<file path="src/rtl/chacha_block_ctrl_if.sv">
// Handshake, block-counter and datapath-strobe bundle for the ChaCha block controller.
interface chacha_block_ctrl_if #(
    parameter int unsigned CTR_WIDTH = 32
);
    // Request / result handshake
    logic                 start_i;
    logic                 ready_o;
    logic                 busy_o;
    logic                 valid_o;
    logic                 ready_i;

    // Block counter
    logic                 load_ctr_i;
    logic [CTR_WIDTH-1:0] ctr_init_i;
    logic [CTR_WIDTH-1:0] counter_o;
    logic                 ctr_wrap_o;

    // Datapath control
    logic                 init_block_o;
    logic                 set_qr_input_o;
    logic                 get_qr_output_o;
    logic                 rotate_block_o;
    logic                 rotate_direction_o;
    logic                 init_counter_o;
    logic                 incr_counter_o;
    logic                 last_round_i;

    // Controller side
    modport slave (
        input  start_i, ready_i, load_ctr_i, ctr_init_i, last_round_i,
        output ready_o, busy_o, valid_o, counter_o, ctr_wrap_o,
               init_block_o, set_qr_input_o, get_qr_output_o, rotate_block_o,
               rotate_direction_o, init_counter_o, incr_counter_o
    );

    // Requester / datapath side
    modport master (
        output start_i, ready_i, load_ctr_i, ctr_init_i, last_round_i,
        input  ready_o, busy_o, valid_o, counter_o, ctr_wrap_o,
               init_block_o, set_qr_input_o, get_qr_output_o, rotate_block_o,
               rotate_direction_o, init_counter_o, incr_counter_o
    );
endinterface

</file>
<file path="src/rtl/chacha_block_ctrl.sv">
// Control FSM for the ChaCha block datapath: load, ROUND_COUNT double rounds,
// then hold the permuted block under a valid/ready handshake. Owns the block counter.
module chacha_block_ctrl #(
    parameter int unsigned ROUND_COUNT = 10,
    parameter int unsigned CTR_WIDTH   = 32
) (
    input  logic               clk_i,
    input  logic               rst_i,
    chacha_block_ctrl_if.slave bus
);
    localparam int unsigned RND_W = $clog2(ROUND_COUNT + 1);

    typedef enum logic [2:0] {
        ST_IDLE  = 3'd0,
        ST_LOAD  = 3'd1,
        ST_COL   = 3'd2,
        ST_DLOAD = 3'd3,
        ST_DIAG  = 3'd4,
        ST_NEXT  = 3'd5,
        ST_DONE  = 3'd6
    } state_t;

    state_t               state;
    state_t               state_nxt;
    logic [CTR_WIDTH-1:0] counter;
    logic                 ctr_wrap;
    logic                 ready;
    logic                 busy;
    logic                 valid;
    logic                 init_block;
    logic                 set_qr_reg;
    logic                 get_qr;
    logic                 rotate_block;
    logic                 rotate_dir;
    logic                 init_counter;
    logic                 incr_counter;
    logic [RND_W-1:0]     rounds;

    // Next-state decode
    always_comb begin
        state_nxt = state;
        unique case (state)
            ST_IDLE:  if (bus.start_i) state_nxt = ST_LOAD;
            ST_LOAD:  state_nxt = ST_COL;
            ST_COL:   state_nxt = ST_DLOAD;
            ST_DLOAD: state_nxt = ST_DIAG;
            ST_DIAG:  state_nxt = ST_NEXT;
            ST_NEXT:  state_nxt = bus.last_round_i ? ST_DONE : ST_COL;
            ST_DONE:  if (bus.ready_i) state_nxt = ST_IDLE;
            default:  state_nxt = ST_IDLE;
        endcase
    end

    // State, registered Moore strobes (decoded from the next state) and block counter
    always_ff @(posedge clk_i) begin
        if (!rst_i) begin
            state        <= ST_IDLE;
            counter      <= '0;
            ctr_wrap     <= 1'b0;
            ready        <= 1'b1;
            busy         <= 1'b0;
            valid        <= 1'b0;
            init_block   <= 1'b0;
            set_qr_reg   <= 1'b0;
            get_qr       <= 1'b0;
            rotate_block <= 1'b0;
            rotate_dir   <= 1'b0;
            init_counter <= 1'b0;
            incr_counter <= 1'b0;
            rounds       <= '0;
        end else begin
            state        <= state_nxt;
            ready        <= (state_nxt == ST_IDLE);
            busy         <= (state_nxt inside {ST_LOAD, ST_COL, ST_DLOAD, ST_DIAG, ST_NEXT});
            valid        <= (state_nxt == ST_DONE);
            init_block   <= (state_nxt == ST_LOAD);
            set_qr_reg   <= (state_nxt == ST_LOAD) || (state_nxt == ST_DLOAD);
            get_qr       <= (state_nxt == ST_COL) || (state_nxt == ST_DIAG);
            rotate_block <= (state_nxt == ST_COL) || (state_nxt == ST_DIAG);
            rotate_dir   <= (state_nxt == ST_DIAG);
            init_counter <= (state_nxt == ST_LOAD);
            incr_counter <= (state_nxt == ST_DIAG);
            ctr_wrap     <= 1'b0;

            if (state == ST_IDLE && bus.load_ctr_i) begin
                counter <= bus.ctr_init_i;
            end else if (state == ST_DONE && bus.ready_i) begin
                counter  <= counter + CTR_WIDTH'(1);
                ctr_wrap <= &counter;
            end

            if (state == ST_LOAD) begin
                rounds <= '0;
            end else if (state == ST_DIAG) begin
                rounds <= rounds + RND_W'(1);
            end
        end
    end

    // The datapath round counter and ours must agree when it reports the last round
    always_ff @(posedge clk_i) begin
        if (rst_i && state == ST_NEXT && bus.last_round_i) begin
            assert (rounds == RND_W'(ROUND_COUNT))
                else $error("last_round_i after %0d double rounds", rounds);
        end
    end

    assign bus.ready_o            = ready;
    assign bus.busy_o             = busy;
    assign bus.valid_o            = valid;
    assign bus.counter_o          = counter;
    assign bus.ctr_wrap_o         = ctr_wrap;
    assign bus.init_block_o       = init_block;
    // last_round_i only settles in NEXT (one cycle after the increment), so the
    // re-arm of the next column round cannot be registered ahead of time.
    assign bus.set_qr_input_o     = set_qr_reg | ((state == ST_NEXT) & ~bus.last_round_i);
    assign bus.get_qr_output_o    = get_qr;
    assign bus.rotate_block_o     = rotate_block;
    assign bus.rotate_direction_o = rotate_dir;
    assign bus.init_counter_o     = init_counter;
    assign bus.incr_counter_o     = incr_counter;
endmodule
</file>
<file path="src/flat_wrapper.sv">
// flat-port wrapper written by rule: the top's interface ports become plain ports
module chacha_block_ctrl_flat 
#(
    parameter int unsigned ROUND_COUNT = 10,
    parameter int unsigned CTR_WIDTH   = 32
)
  (clk_i, rst_i, bus_start_i, bus_ready_i, bus_load_ctr_i, bus_ctr_init_i, bus_last_round_i, bus_ready_o, bus_busy_o, bus_valid_o, bus_counter_o, bus_ctr_wrap_o, bus_init_block_o, bus_set_qr_input_o, bus_get_qr_output_o, bus_rotate_block_o, bus_rotate_direction_o, bus_init_counter_o, bus_incr_counter_o);
  chacha_block_ctrl_if #(.CTR_WIDTH(CTR_WIDTH)) bus_i ();
  input  logic clk_i;
  input  logic rst_i;
  input wire logic [$bits(bus_i.start_i)-1:0] bus_start_i;
  input wire logic [$bits(bus_i.ready_i)-1:0] bus_ready_i;
  input wire logic [$bits(bus_i.load_ctr_i)-1:0] bus_load_ctr_i;
  input wire logic [$bits(bus_i.ctr_init_i)-1:0] bus_ctr_init_i;
  input wire logic [$bits(bus_i.last_round_i)-1:0] bus_last_round_i;
  output wire logic [$bits(bus_i.ready_o)-1:0] bus_ready_o;
  output wire logic [$bits(bus_i.busy_o)-1:0] bus_busy_o;
  output wire logic [$bits(bus_i.valid_o)-1:0] bus_valid_o;
  output wire logic [$bits(bus_i.counter_o)-1:0] bus_counter_o;
  output wire logic [$bits(bus_i.ctr_wrap_o)-1:0] bus_ctr_wrap_o;
  output wire logic [$bits(bus_i.init_block_o)-1:0] bus_init_block_o;
  output wire logic [$bits(bus_i.set_qr_input_o)-1:0] bus_set_qr_input_o;
  output wire logic [$bits(bus_i.get_qr_output_o)-1:0] bus_get_qr_output_o;
  output wire logic [$bits(bus_i.rotate_block_o)-1:0] bus_rotate_block_o;
  output wire logic [$bits(bus_i.rotate_direction_o)-1:0] bus_rotate_direction_o;
  output wire logic [$bits(bus_i.init_counter_o)-1:0] bus_init_counter_o;
  output wire logic [$bits(bus_i.incr_counter_o)-1:0] bus_incr_counter_o;
  assign bus_i.start_i = bus_start_i;
  assign bus_i.ready_i = bus_ready_i;
  assign bus_i.load_ctr_i = bus_load_ctr_i;
  assign bus_i.ctr_init_i = bus_ctr_init_i;
  assign bus_i.last_round_i = bus_last_round_i;
  assign bus_ready_o = bus_i.ready_o;
  assign bus_busy_o = bus_i.busy_o;
  assign bus_valid_o = bus_i.valid_o;
  assign bus_counter_o = bus_i.counter_o;
  assign bus_ctr_wrap_o = bus_i.ctr_wrap_o;
  assign bus_init_block_o = bus_i.init_block_o;
  assign bus_set_qr_input_o = bus_i.set_qr_input_o;
  assign bus_get_qr_output_o = bus_i.get_qr_output_o;
  assign bus_rotate_block_o = bus_i.rotate_block_o;
  assign bus_rotate_direction_o = bus_i.rotate_direction_o;
  assign bus_init_counter_o = bus_i.init_counter_o;
  assign bus_incr_counter_o = bus_i.incr_counter_o;
  chacha_block_ctrl #(.ROUND_COUNT(ROUND_COUNT), .CTR_WIDTH(CTR_WIDTH)) u_core (.clk_i(clk_i), .rst_i(rst_i), .bus(bus_i));
endmodule
</file>
<file path="config.mk">
export PLATFORM = sky130hd
export DESIGN_NAME = chacha_block_ctrl_flat
export DESIGN_NICKNAME = d
export VERILOG_FILES = /design/src/rtl/chacha_block_ctrl_if.sv /design/src/rtl/chacha_block_ctrl.sv /design/src/flat_wrapper.sv
export SDC_FILE = /design/constraint.sdc
export NUM_CORES = 1
export LEC_CHECK = 0
export ABC_AREA = 1
export CAP_MARGIN = 10
export CORE_AREA = 4 4 79 81
export DETAILED_ROUTE_END_ITERATION = 16
export DIE_AREA = 0 0 83 85
export HOLD_SLACK_MARGIN = 0.03
export PLACE_DENSITY = 0.81
export REMOVE_ABC_BUFFERS = 1
export SETUP_SLACK_MARGIN = 0.5
export SLEW_MARGIN = 0
export SYNTH_ARGS = -nofsm -noshare
export SYNTH_HDL_FRONTEND = slang
export SYNTH_SLANG_ARGS = --single-unit
</file>
<file path="constraint.sdc">
create_clock -name clk_i -period 2.7 [get_ports clk_i]
set_input_delay 0.54 -clock clk_i [delete_from_list [all_inputs] [get_ports clk_i]]
set_output_delay 0.54 -clock clk_i [all_outputs]
set_load 0.05 [all_outputs]
</file>
# Yosys cells after proc, flatten, opt, wreduce, memory -nomap -nowiden
# Index checks and enable logic that the tools add are counted.
# word_totals
wordCells,44
regBits,43
in_bits,38
output_inout_bits,43
# op_classes
n_mux,6
bitwise,5
n_reduce_logical,10
eq_ne,12
addsub,1
# op_table
operator,count
2-to-1 mux 32 bit,2
adder 32 x 1 -> 32 bit (second input constant),1
AND reduction 32 bit,1
case mux 3 bit (7 select lines),1
== test 3 bit (second input constant),6
== test 3 x 2 -> 1 bit (second input constant),4
2-to-1 mux 3 bit,3
== test 3 x 1 -> 1 bit (second input constant),2
logical NOT 3 bit,2
nonzero test 5 bit,1
NOT 1 bit,3
OR reduction 3 bit,1
logical AND 1 bit,2
logical OR 1 bit,2
nonzero test 2 bit,1
AND 1 bit,1
bitwise OR 1 bit,1

# Longest topological paths before layout
# depth
depth_word,4
mapped_depth,11
ltp_nobuf,10

# Worst setup path before layout
# Ideal clock, no wire load.
# synth_path
path_kind,register to register
startpoint,register u_core.counter[0] (netlist: u_core.bus.counter_o[0])
endpoint,register u_core.counter[22] (netlist: u_core.bus.counter_o[22])
period_less_slack_ns,1.891
setup_time_ns,0.114
setup_slack_ns,0.809
stages_incl_launch_ff,11
t_required_ns,2.586
t_arrival_ns,1.777
n_path_buf,0
path_cell_list,dfxtp_1 -> ha_1 -> nand2_1 -> nor2_4 -> nand2_2 -> nor2_4 -> nand3_1 -> nand2_1 -> nand2_1 -> o21bai_1 -> inv_1
# synth_between
elab_chain_cells,3
# synth_lines
element,line_no,rtl
start: declaration,chacha_block_ctrl.sv:25,logic [CTR_WIDTH-1:0] counter;
start signal: assignment,chacha_block_ctrl.sv:86,counter <= bus.ctr_init_i;
start signal: assignment,chacha_block_ctrl.sv:88,counter <= counter + CTR_WIDTH'(1);
adder 32 x 1 -> 32 bit,chacha_block_ctrl.sv:88,
2-to-1 mux 32 bit,chacha_block_ctrl.sv:87,end else if (state == ST_DONE && bus.ready_i) begin
2-to-1 mux 32 bit,chacha_block_ctrl.sv:85,if (state == ST_IDLE && bus.load_ctr_i) begin
# Every way passes these cells. The select of a mux whose other input is x is not followed.
# A chain may end at the register's enable or synchronous reset.

# Final worst setup path
# layout_path
startpoint,register u_core.counter[18] (netlist: u_core.bus.counter_o[18])
endpoint,output port bus_counter_o[18]
# layout_lines
element,line_no,rtl
end: declaration,flat_wrapper.sv:19,output wire logic [$bits(bus_i.counter_o)-1:0] bus_counter_o;
# No word-level cell between the ends.

==> summary by stage <==
Setup path
For the worst setup path, the data required time is 2.16 ns. Along the worst path, the maximum fanout reaches 5. STA classifies the critical path endpoint as an output pin. Traced cell by cell, the critical path runs through clkdlybuf4s50_1. STA classifies the critical path startpoint as a flop. The gate family responsible for the most delay along the worst path is buffers and inverters.

Together, buffers and inverters on the worst path number 1. The master of the slowest instance on the critical path is clkdlybuf4s50_1. For the worst setup path, the data arrival time is around 1.6 ns.

The startpoint-to-endpoint class of the critical path is reg -> out. The maximum cell stage delay along the critical path is 0.86 ns.

Global route
Across every metal layer, demand over resource in global routing totals 0.219. The remaining global-route overflow is 0. The initial antenna violation count is 0. The pin count of the biggest net entering global routing is 23. The via count of the first global-routing pass is slightly below 3000. The global-route wire length before repair is about 13000 µm.

Run
The max-capacitance violation count is 0.

Place
After detailed placement, the design holds a cell count of 575. The placed instances occupy a cell area of 3520 µm². The congestion estimate from routability-driven global placement came to 0.890. At the placement stage, the worst setup path has a slack of 0.491 ns. The count of input and output buffers is 80.

The wire-length estimate of the detail-placed layout is 5840 µm.

Clock network
The worst-skew pair later-pin latency is around 0.3 ns. Clock tree synthesis selected as its root buffer the cell clkbuf_8. Once the clock tree was built, the resizer swapped 0 gates to a different size. TritonCTS built the clock tree. The number of hold buffers added after CTS is 0.

The H-tree generated during clock tree synthesis spans 2 levels. The number of CTS-inserted buffers is 5. In this run the deepest clock path goes through 2 buffers.

Post-CTS timing repair inserted 0 buffers for setup. The clock transition at the registers of the reported paths is approximately 0.080 ns. The TritonCTS sink count is 43.

Pwr
Dividing total power by cell area gives a power density of 569 nW/µm². The leakage power of the design is 1.46 nW. The design draws 2.08 mW. The worst supply voltage drop on vdd is 0.000301 V.

Yosys
The post-synthesis area per instance is about 6.2 µm². The synthesized netlist occupies a cell area of 2670 µm². Synthesis inferred 43 register bits. The number of distinct library cells after synthesis is 33. The warning count from the yosys run is 0. The share of synthesized area occupied by flip-flops and latches is 0.322. The number of instances in the synthesized netlist is between 400 and 500.

Die
The area inside the core boundary is 5470 µm². The initial utilization of the core area, before any placement, comes to 0.489. The die covers between 7000 and 8000 µm². The floorplan step set the die height to 85 µm. From left edge to right edge, the die measures about 83 µm. The number of ports placed on the die boundary is 81.

The number of placement rows is 27.

Cells and area
The utilization of the core after routing is 0.668. The number of nets in the finished design is 549. The finished layout holds 583 standard cells, fillers aside. The layout cell share with drive strength beyond 1 is 0.0783.

The number of flip-flops in the largest register is 32. The antenna diode count is 0. Once layout is done, the placed cells without fillers occupy 3660 µm². The layout overhead on the synthesized area is 36.8%.

STA
The worst setup margin is about 0.54 ns. On the final layout, the worst clock skew is roughly 0.0074 ns. The tightest hold path in the finished design has a slack of 0.524 ns. The maximum achievable frequency is 0.462 GHz.

For the pin with the worst max-slew slack, the measured transition is 0.509 ns. The number of setup violations in the final report is 0. Subtracting the final worst setup slack from the clock period gives about 2.2 ns. The max-slew violation count is 0. The final count of hold timing violations was 0. In the final timing run, aggregate negative setup slack is 0 ns. In the finished design, the share of the clock period the worst path needs comes to 0.802.

The relative max-transition margin is 0.660. Setup repair after global routing left no endpoint under its margin.

Routing
The number of remaining DRC errors is 0. The total via count after detailed routing is 2968. The remaining number of nets flagged by the antenna check after routing is 0. Before antenna repair, the detailed router went through 4 iterations. The detail-routed net length per standard cell is 13.0 µm.

The count of routing violations after the opening detailed-route iteration is 206. Using the TritonRoute via totals, the vias-per-cell ratio works out to ~5. The wire length reported by the detailed router is 7590 µm.

Worst hold path
The path class of the lowest-slack min-delay path is reg -> reg.

Outcome
The flow ran to the end, and the final reports show no timing, DRC or antenna violations.
==> routing by layer <==
metal,track usage,vias to the layer above,part of all wire
li1,-,1519,-
met1,0.259,1342,0.43
met2,0.396,87,0.49
met3,0.0515,20,0.060
met4,0.0609,0,0.018
met5,0,-,0
==> synthesized netlist by cell type <==
master	number	area, µm²
inv_1	56	210
xnor2_1	4	35.0
nor2_2	7	43.8
o21ai_0	19	95.1
buf_4	3	22.5
nand2_2	6	37.5
o221ai_1	1	8.76
nor2_4	6	67.6
nor4_1	1	6.26
nand2_1	135	507
a21oi_1	19	95.1
nand4_1	6	37.5
and2_1	2	12.5
buf_6	1	11.3
nand3b_1	1	7.51
dfxtp_1	43	861
ha_1	1	12.5
o211ai_1	2	15.0
nor2_1	45	169
o21ai_1	1	5.00
buf_2	3	15.0
clkbuf_1	4	15.0
a31oi_1	6	37.5
xor2_1	6	52.6
nand2_4	1	11.3
inv_2	3	11.3
nand3_1	40	200
a21oi_2	1	8.76
a31o_2	1	8.76
buf_1	2	7.51
o21bai_1	4	30.0
nand3_2	1	10.0
inv_4	1	6.26
==> cells by family (layout without fill, tap and decap cells) <==
kind of cell,after synthesis,count (layout),share of synthesized area
and+or+nand+nor,251,251,0.415
AOI/OAI and AO/OA,54,54,0.114
adders and majority gates,1,1,0.00468
xor gates and xnor gates,10,10,0.0328
buffers and inverters,73,152,0.112
DFF,43,43,0.322
==> path summary, 6_finish.rpt <==
| check | startpoint | endpoint | slack (ns) | depth (start not counted) |
|---|---|---|---|---|
| setup reg to reg | u_core.bus.counter_o[1] | u_core.bus.counter_o[24] | 0.98 | 10 |
| hold / removal | u_core.bus.counter_o[31] | u_core.bus.ctr_wrap_o | 0.52 | 2 |
| hold reg to reg | u_core.bus.counter_o[31] | u_core.bus.ctr_wrap_o | 0.52 | 2 |
| setup / recovery | u_core.bus.counter_o[18] | bus_counter_o[18] | 0.54 | 1 |
==> cell usage in the layout, fill, tap and decap left out <==
cell type | netlist | layout
nand2_1 | 135 | 135
clkdlybuf4s50_1 | 0 | 79
inv_1 | 56 | 56
nor2_1 | 45 | 45
dfxtp_1 | 43 | 43
nand3_1 | 40 | 40
o21ai_0 | 19 | 19
a21oi_1 | 19 | 19
nor2_2 | 7 | 7
nand2_2 | 6 | 6
nor2_4 | 6 | 6
nand4_1 | 6 | 6
xor2_1 | 6 | 6
a31oi_1 | 6 | 6
clkbuf_8 | 0 | 5
buf_4 | 3 | 5
o21bai_1 | 4 | 4
xnor2_1 | 4 | 4
inv_2 | 3 | 3
and2_1 | 2 | 2
o211ai_1 | 2 | 2
bufinv_16 | 0 | 2
nand3_2 | 1 | 1
nand2_4 | 1 | 1
nand3b_1 | 1 | 1
a31o_2 | 1 | 1
nor4_1 | 1 | 1
o21ai_1 | 1 | 1
inv_4 | 1 | 1
o221ai_1 | 1 | 1
a21oi_2 | 1 | 1
ha_1 | 1 | 1
clkinvlp_4 | 0 | 1
==> tightest hold or removal path, delay by kind of cell, from the launching register on <==
kind	cells	cell delay, ns
flops	1	0.35
simple gates	2	0.14
==> final cells by class <==
| cell class | instances | area, µm² |
|---|---|---|
| fillers | 497 | 1820 |
| multi-input cells | 316 | 1510 |
| flip-flops and latches | 43 | 861 |
| repair buffers | 84 | 828 |
| inverters | 60 | 228 |
| well taps | 72 | 90.1 |
| clock buffers | 5 | 68.8 |
| clock inverters | 3 | 67.6 |
==> power by group <==
part,switching [mW],internal (mW)
clock,0.234,0.369
combinational,0.440,0.247
sequential,0.0854,0.703
total,0.760,1.32
Note: power is estimated with default switching activity, not from simulation.
